[config.mk]
export PLATFORM = sky130hd
export DESIGN_NAME = imem_loader
export DESIGN_NICKNAME = d
export VERILOG_FILES = /design/src/rtl/g9_pkg.sv /design/src/rtl/imem_word_packer.sv /design/src/rtl/imem_loader.sv
export SDC_FILE = /design/constraint.sdc
export NUM_CORES = 1
export LEC_CHECK = 0
export BUFFER_PORTS_ARGS = -buffer_cell sky130_fd_sc_hd__buf_2
export CAP_MARGIN = 20
export CORE_AREA = 8 8 140 77
export CTS_BUF_LIST = sky130_fd_sc_hd__clkbuf_8
export DETAILED_ROUTE_END_ITERATION = 8
export DIE_AREA = 0 0 148 85
export PLACE_DENSITY = 0.88
export SLEW_MARGIN = 20
export SYNTH_ARGS = -nofsm -noshare
export SYNTH_HDL_FRONTEND = slang
export SYNTH_SLANG_ARGS = --single-unit
export TNS_END_PERCENT = 30
[constraint.sdc]
create_clock -name clk -period 6 [get_ports clk]
set_clock_uncertainty 0.1 [all_clocks]
set_input_delay 0.9 -clock clk [delete_from_list [all_inputs] [get_ports clk]]
set_output_delay 0.9 -clock clk [all_outputs]
set_load 0.02 [all_outputs]
[src/rtl/g9_pkg.sv]
// g9_pkg: shared definitions for the G9 boot loader.
//   loader_state_e    - loader FSM states
//   MEM_WORDS         - instruction memory depth in words
//   LOADER_HDR_BYTES  - length header size in bytes (big-endian word count)
//   WORD_BYTES        - bytes per instruction word
package g9_pkg;

    localparam int MEM_WORDS        = 512;
    localparam int LOADER_HDR_BYTES = 2;
    localparam int WORD_BYTES       = 4;

    typedef enum logic [2:0] {
        ST_IDLE   = 3'd0,
        ST_LEN_HI = 3'd1,
        ST_LEN_LO = 3'd2,
        ST_DATA   = 3'd3,
        ST_CSUM   = 3'd4,
        ST_DONE   = 3'd5,
        ST_ERROR  = 3'd6
    } loader_state_e;

endpackage

[src/rtl/imem_word_packer.sv]
// imem_word_packer: assembles a big-endian instruction word from a byte stream.
//   clk           in   system clock
//   reset         in   asynchronous active-high reset
//   clear_i       in   restart assembly at byte 0 of a word
//   byte_valid_i  in   byte_i is consumed this cycle
//   byte_i        in   stream byte, MSB of the word first
//   word_o        out  assembled word, valid while word_valid_o is high
//   word_valid_o  out  strobe: the byte consumed this cycle completes a word
module imem_word_packer
    import g9_pkg::*;
#(
    parameter int size = 32
) (
    input  logic            clk,
    input  logic            reset,
    input  logic            clear_i,
    input  logic            byte_valid_i,
    input  logic [7:0]      byte_i,
    output logic [size-1:0] word_o,
    output logic            word_valid_o
);

    localparam int CNT_W = $clog2(WORD_BYTES);

    logic [CNT_W-1:0] cnt_q, cnt_d;
    // Only the first three bytes need storing; the fourth is taken straight
    // from the input so the completed word is available in the same cycle.
    logic [size-9:0]  shift_q, shift_d;
    logic             last_byte;

    assign last_byte    = (cnt_q == CNT_W'(WORD_BYTES - 1));
    assign word_valid_o = byte_valid_i && last_byte;
    assign word_o       = {shift_q, byte_i};

    always_comb begin
        // NOTE: every combinational output gets a default first so no path
        // leaves it unassigned, which would infer a latch.
        cnt_d   = cnt_q;
        shift_d = shift_q;
        if (clear_i) begin
            cnt_d   = '0;
            shift_d = '0;
        end else if (byte_valid_i) begin
            cnt_d   = cnt_q + CNT_W'(1);  // wraps to 0 after the last byte
            shift_d = {shift_q[size-17:0], byte_i};
        end
    end

    // NOTE: state registers use non-blocking assignments so every flop
    // samples pre-edge values regardless of process ordering.
    always_ff @(posedge clk or posedge reset) begin
        if (reset) begin
            cnt_q   <= '0;
            shift_q <= '0;
        end else begin
            cnt_q   <= cnt_d;
            shift_q <= shift_d;
        end
    end

endmodule

[src/rtl/imem_loader.sv]
// imem_loader: boot-time program loader for the G9 core. Receives a framed
// byte stream (LEN_HI, LEN_LO, N x 4 data bytes MSB first, XOR checksum),
// writes each word to instruction memory and releases the core on success.
//   clk         in   system clock
//   reset       in   asynchronous active-high reset
//   load_start  in   single-cycle load request (honoured in IDLE/DONE/ERROR)
//   rx_valid    in   rx_data holds a valid byte
//   rx_data     in   stream byte
//   rx_ready    out  loader accepts a byte this cycle
//   wea         out  instruction memory write enable (one-cycle pulse)
//   addra       out  word address, zero-extended from AddrWidth
//   dina        out  write data
//   cpu_reset   out  holds the core in reset until a successful load
//   done        out  load finished with matching checksum
//   error       out  load aborted (overlength or bad checksum)
module imem_loader
    import g9_pkg::*;
#(
    parameter int size      = 32,
    parameter int MemSize   = MEM_WORDS,
    parameter int AddrWidth = 9
) (
    input  logic            clk,
    input  logic            reset,
    input  logic            load_start,
    input  logic            rx_valid,
    input  logic [7:0]      rx_data,
    output logic            rx_ready,
    output logic            wea,
    output logic [size-1:0] addra,
    output logic [size-1:0] dina,
    output logic            cpu_reset,
    output logic            done,
    output logic            error
);

    localparam int LEN_W = 8 * LOADER_HDR_BYTES;
    localparam int IDX_W = AddrWidth + 1;  // holds MemSize itself

    loader_state_e state_q, state_d;

    logic [7:0]           len_hi_q, len_hi_d;
    logic [IDX_W-1:0]     n_q, n_d;
    logic [IDX_W-1:0]     idx_q, idx_d;
    logic [7:0]           xor_q, xor_d;
    logic                 wea_q, wea_d;
    logic [AddrWidth-1:0] addra_q, addra_d;
    logic [size-1:0]      dina_q, dina_d;
    logic                 done_q, error_q, cpu_reset_q;

    logic                 xfer;
    logic                 start;
    logic [LEN_W-1:0]     len_full;
    logic [size-1:0]      word;
    logic                 word_valid;

    assign rx_ready = (state_q == ST_LEN_HI) || (state_q == ST_LEN_LO) ||
                      (state_q == ST_DATA)   || (state_q == ST_CSUM);
    assign xfer     = rx_valid && rx_ready;
    assign start    = load_start &&
                      ((state_q == ST_IDLE) || (state_q == ST_DONE) || (state_q == ST_ERROR));
    assign len_full = {len_hi_q, rx_data};

    imem_word_packer #(
        .size(size)
    ) u_packer (
        .clk         (clk),
        .reset       (reset),
        .clear_i     (start),
        .byte_valid_i(xfer && (state_q == ST_DATA)),
        .byte_i      (rx_data),
        .word_o      (word),
        .word_valid_o(word_valid)
    );

    always_comb begin
        state_d  = state_q;
        len_hi_d = len_hi_q;
        n_d      = n_q;
        idx_d    = idx_q;
        xor_d    = xor_q;
        wea_d    = 1'b0;
        addra_d  = addra_q;
        dina_d   = dina_q;

        // Every byte ahead of the checksum itself feeds the running XOR.
        if (xfer && (state_q != ST_CSUM)) begin
            xor_d = xor_q ^ rx_data;
        end

        case (state_q)
            ST_IDLE, ST_DONE, ST_ERROR: begin
                if (load_start) begin
                    state_d = ST_LEN_HI;
                    idx_d   = '0;
                    xor_d   = '0;
                end
            end
            ST_LEN_HI: begin
                if (xfer) begin
                    len_hi_d = rx_data;
                    state_d  = ST_LEN_LO;
                end
            end
            ST_LEN_LO: begin
                if (xfer) begin
                    if (len_full > LEN_W'(MemSize)) begin
                        state_d = ST_ERROR;
                    end else begin
                        // Safe truncation: length already bounded by MemSize.
                        n_d     = IDX_W'(len_full);
                        state_d = (len_full == '0) ? ST_CSUM : ST_DATA;
                    end
                end
            end
            ST_DATA: begin
                if (word_valid) begin
                    wea_d   = 1'b1;
                    addra_d = idx_q[AddrWidth-1:0];
                    dina_d  = word;
                    idx_d   = idx_q + IDX_W'(1);
                    if (idx_d == n_q) begin
                        state_d = ST_CSUM;
                    end
                end
            end
            ST_CSUM: begin
                if (xfer) begin
                    state_d = (rx_data == xor_q) ? ST_DONE : ST_ERROR;
                end
            end
            default: state_d = ST_IDLE;
        endcase
    end

    always_ff @(posedge clk or posedge reset) begin
        if (reset) begin
            state_q     <= ST_IDLE;
            len_hi_q    <= '0;
            n_q         <= '0;
            idx_q       <= '0;
            xor_q       <= '0;
            wea_q       <= 1'b0;
            addra_q     <= '0;
            dina_q      <= '0;
            done_q      <= 1'b0;
            error_q     <= 1'b0;
            cpu_reset_q <= 1'b1;
        end else begin
            state_q     <= state_d;
            len_hi_q    <= len_hi_d;
            n_q         <= n_d;
            idx_q       <= idx_d;
            xor_q       <= xor_d;
            wea_q       <= wea_d;
            addra_q     <= addra_d;
            dina_q      <= dina_d;
            // Status flags are registered from the next state so they rise
            // in the same cycle the FSM enters DONE/ERROR.
            done_q      <= (state_d == ST_DONE);
            error_q     <= (state_d == ST_ERROR);
            cpu_reset_q <= (state_d != ST_DONE);
        end
    end

    assign wea       = wea_q;
    assign addra     = {{(size - AddrWidth){1'b0}}, addra_q};
    assign dina      = dina_q;
    assign done      = done_q;
    assign error     = error_q;
    assign cpu_reset = cpu_reset_q;

endmodule

==> flow_summary.toml <==
[worst_setup_path]
path_cells = "buf_2 -> and4b_1 -> nand2_2 -> buf_4 -> nor3_1 -> nand4_1 -> o31ai_2 -> a21boi_0"
cp.arrival_ns = 3.45
cpPeakStageDelay_ns = 0.87
critPathSlowestCell = "and4b_1"
required_ns = 6.19
path_max_fanout = 51
critPathCaptureType = "flip-flop"
start_kind = "input pin"
critPathKind = "in -> reg"
crit_buf_inv = 2
critPathTopFamily = "simple AND/OR/NAND/NOR gates"

[routing]
drtAntennaViolNets = 0
first_iter_violations = 341
drc = 0
firstDrtPassIters = 5
viasPerCell = 5.36
wl_per_cell_um = 16.0
totalWireLength_mm = 11.5
vias = 3858

[power]
irDropWorstVdd_uv = 168
fin_total_pwr_w = 0.00196
leakagePower_nw = 2.87
power_density_nw_per_um2 = 353

[finish]
nets = 608
area_delta_synth_final_pct = 8.80
utilization_pct = 62.1
final_layout_size_suffix_gt1_share_pct = 17.0
num-fill-cells = 781
diodes = 0

[sta]
relSlewSlack_pct = 33.0
finalHoldViolCount = 0
finalSetupViolCount = 0
worst_pin_slew_ns = 1.00
setup_tns_ns = 0
rsz0062_at_grt = "no"
worst_slack_ns = 2.74
final-max-slew-violation-count = 0
timing.fmax_ghz = 0.307
min_period_ns = 3.26
fin_hold_ws_ns = 0.379
fin_crit_sh_pct = 54.3

[logic_synthesis]
synth.area.top_cells = "dfrtp_1 (53%), nand2_1 (14%), mux2_2 (3.8%)"
yosysSeqAreaShare_pct = 53.9
synth.most_common_cell = "nand2_1"
yosys.area.top_type = "dfrtp_1"
ys.flop_type = "dfrtp_1"
syn_avg_cell_area_um2 = 9.21
synth-edff-count = 0
yosys-top-cells-count = "nand2_1 (196), dfrtp_1 (109), a21oi_1 (30)"
syn_inst = 554
syn_area_um2 = 5100
yosysWarnings = 0
synth_seq_cells = 110
async_reset_ff_share_pct = 100
synth_cell_types = 42
synth.top_cell.area_share_pct = 53.4

[clocking]
holdBufCountCts = 0
cts_buffer_depth = 2
clock_sinks = 110
cts_setup_buffers = 0
clkTransAtPathRegs_ns = 0.10
tritoncts = "yes"
numCtsBuffers = 9
h-tree-depth = 3
clk_latency_ns = 0.39
clock_tree.root_cell = "clkbuf_8"
cts_resized = 0

[global_routing]
grt_max_degree = 61
grt_pass1_vias = 3892
gr-total-overflow = 0
grt_first_pass_wirelength_mm = 19.2
antenna_found_initial = 0
grtUsageTotal_pct = 18.8

[floorplanning]
row_count = 25
start_util_pct = 57.1
die-area_um2 = 12600
core_area_um2 = 8950
die_w_um = 148
num_io_pins = 81
die_h_um = 85

[place]
post-dp-hpwl_mm = 7.94
io_buffers = 57
place.gp.congestion = 0.840
dpl_worst_slack_ns = 2.37

[hold_path]
worst_hold_path_type = "reg -> reg"

[outcome]
status = "completed"

[job]
max_cap_viol_count = 0
layout by cell type, fill, tap and decap left out, drive strengths merged, types with 2 or more instances in the layout:
cell type  Yosys  routed
nand2        196     196
dfrtp        109     109
buf           35      61
a21oi         30      30
nor2          28      28
conb           1      23
xor2          21      21
mux2          17      17
o21ai         15      15
xnor2         15      15
clkbuf        19      10
inv            5       8
nand4          6       6
o31ai          6       6
nand3          5       5
nand2b         5       5
nor3           5       5
nor4           5       5
and4b          3       3
and3           3       3
and2           3       3
nor3b          3       3
o22ai          2       2
and4           2       2
a221o          2       2
ha             2       2
clkinv         0       2
layout make-up:
type	instances	area [µm²]	area share, %
Clock buffer	10	138	2.48
Inverter	5	21.3	0.383
Sequential cell	110	2750	49.6
Multi-Input combinational cell	407	2120	38.2
Tap cell	121	151	2.73
Timing Repair Buffer	61	315	5.68
Clock inverter	6	52.6	0.946
cells by family after synthesis:
logic type	share of synthesized area [%]
AOI/OAI and AO/OA	7.26
xor gates and xnor gates	6.18
adders and majority gates	0.490
buffers and inverters	6.15
DFF	53.9
muxes	3.75
other	0.0735
and+or+nand+nor	22.2
sequential cells by signal (all words and copies together), names as in the netlist:
register and flops:
addra_q 9, cpu_reset 1, dina 32, done 1
error 1, idx_q 10, len_hi_q 8, n_q 10
state_q 3, u_packer.cnt_q 2, u_packer.shift_q 24, wea 1
xor_q 8
routing by layer:
metal,up-vias,routed length [µm],GRT usage [%]
li1,1829,-,-
met1,1884,5070,25.2
met2,131,5330,29.0
met3,14,985,5.41
met4,0,120,5.61
met5,-,0,0
path summary, 6_finish.rpt:
check                                start          to  slack [ns]  cells past startpoint
min in group asynchronous            reset     dina[2]        0.53                      2
worst max register to register  state_q[2]       error        2.75                      7
worst min-delay path            addra_q[1]  addra_q[1]        0.38                      2
worst max-delay path              rx_valid       error        2.74                      8
worst min register to register  addra_q[1]  addra_q[1]        0.38                      2
max in group asynchronous            reset  addra_q[0]        4.15                      3
worst reg2reg max path, cell delays in order, from the launching register on:
cell and delay [ns]:
dfrtp_1 0.54, and4b_1 0.99, nand2_2 0.22, buf_4 0.35, nor3_1 0.27, nand4_1 0.15, o31ai_2 0.32, a21boi_0 0.24
power by group:
| part | internal [W] | switching [W] | leakage, nW |
|---|---|---|---|
| clock | 0.000170 | 0.000261 | 0.0967 |
| sequential | 0.000880 | 0.000137 | 1.50 |
| combinational | 0.000214 | 0.000301 | 1.28 |
| total | 0.00126 | 0.000699 | 2.87 |
metrics by stage:
stage,instances,instance area [µm²]
after detailed placement,704,5360
after global routing,720,5550
final,720,5550
after global placement,704,5360
after floorplan,576,5190
after CTS,720,5550
(Power assumes the default switching activity.)
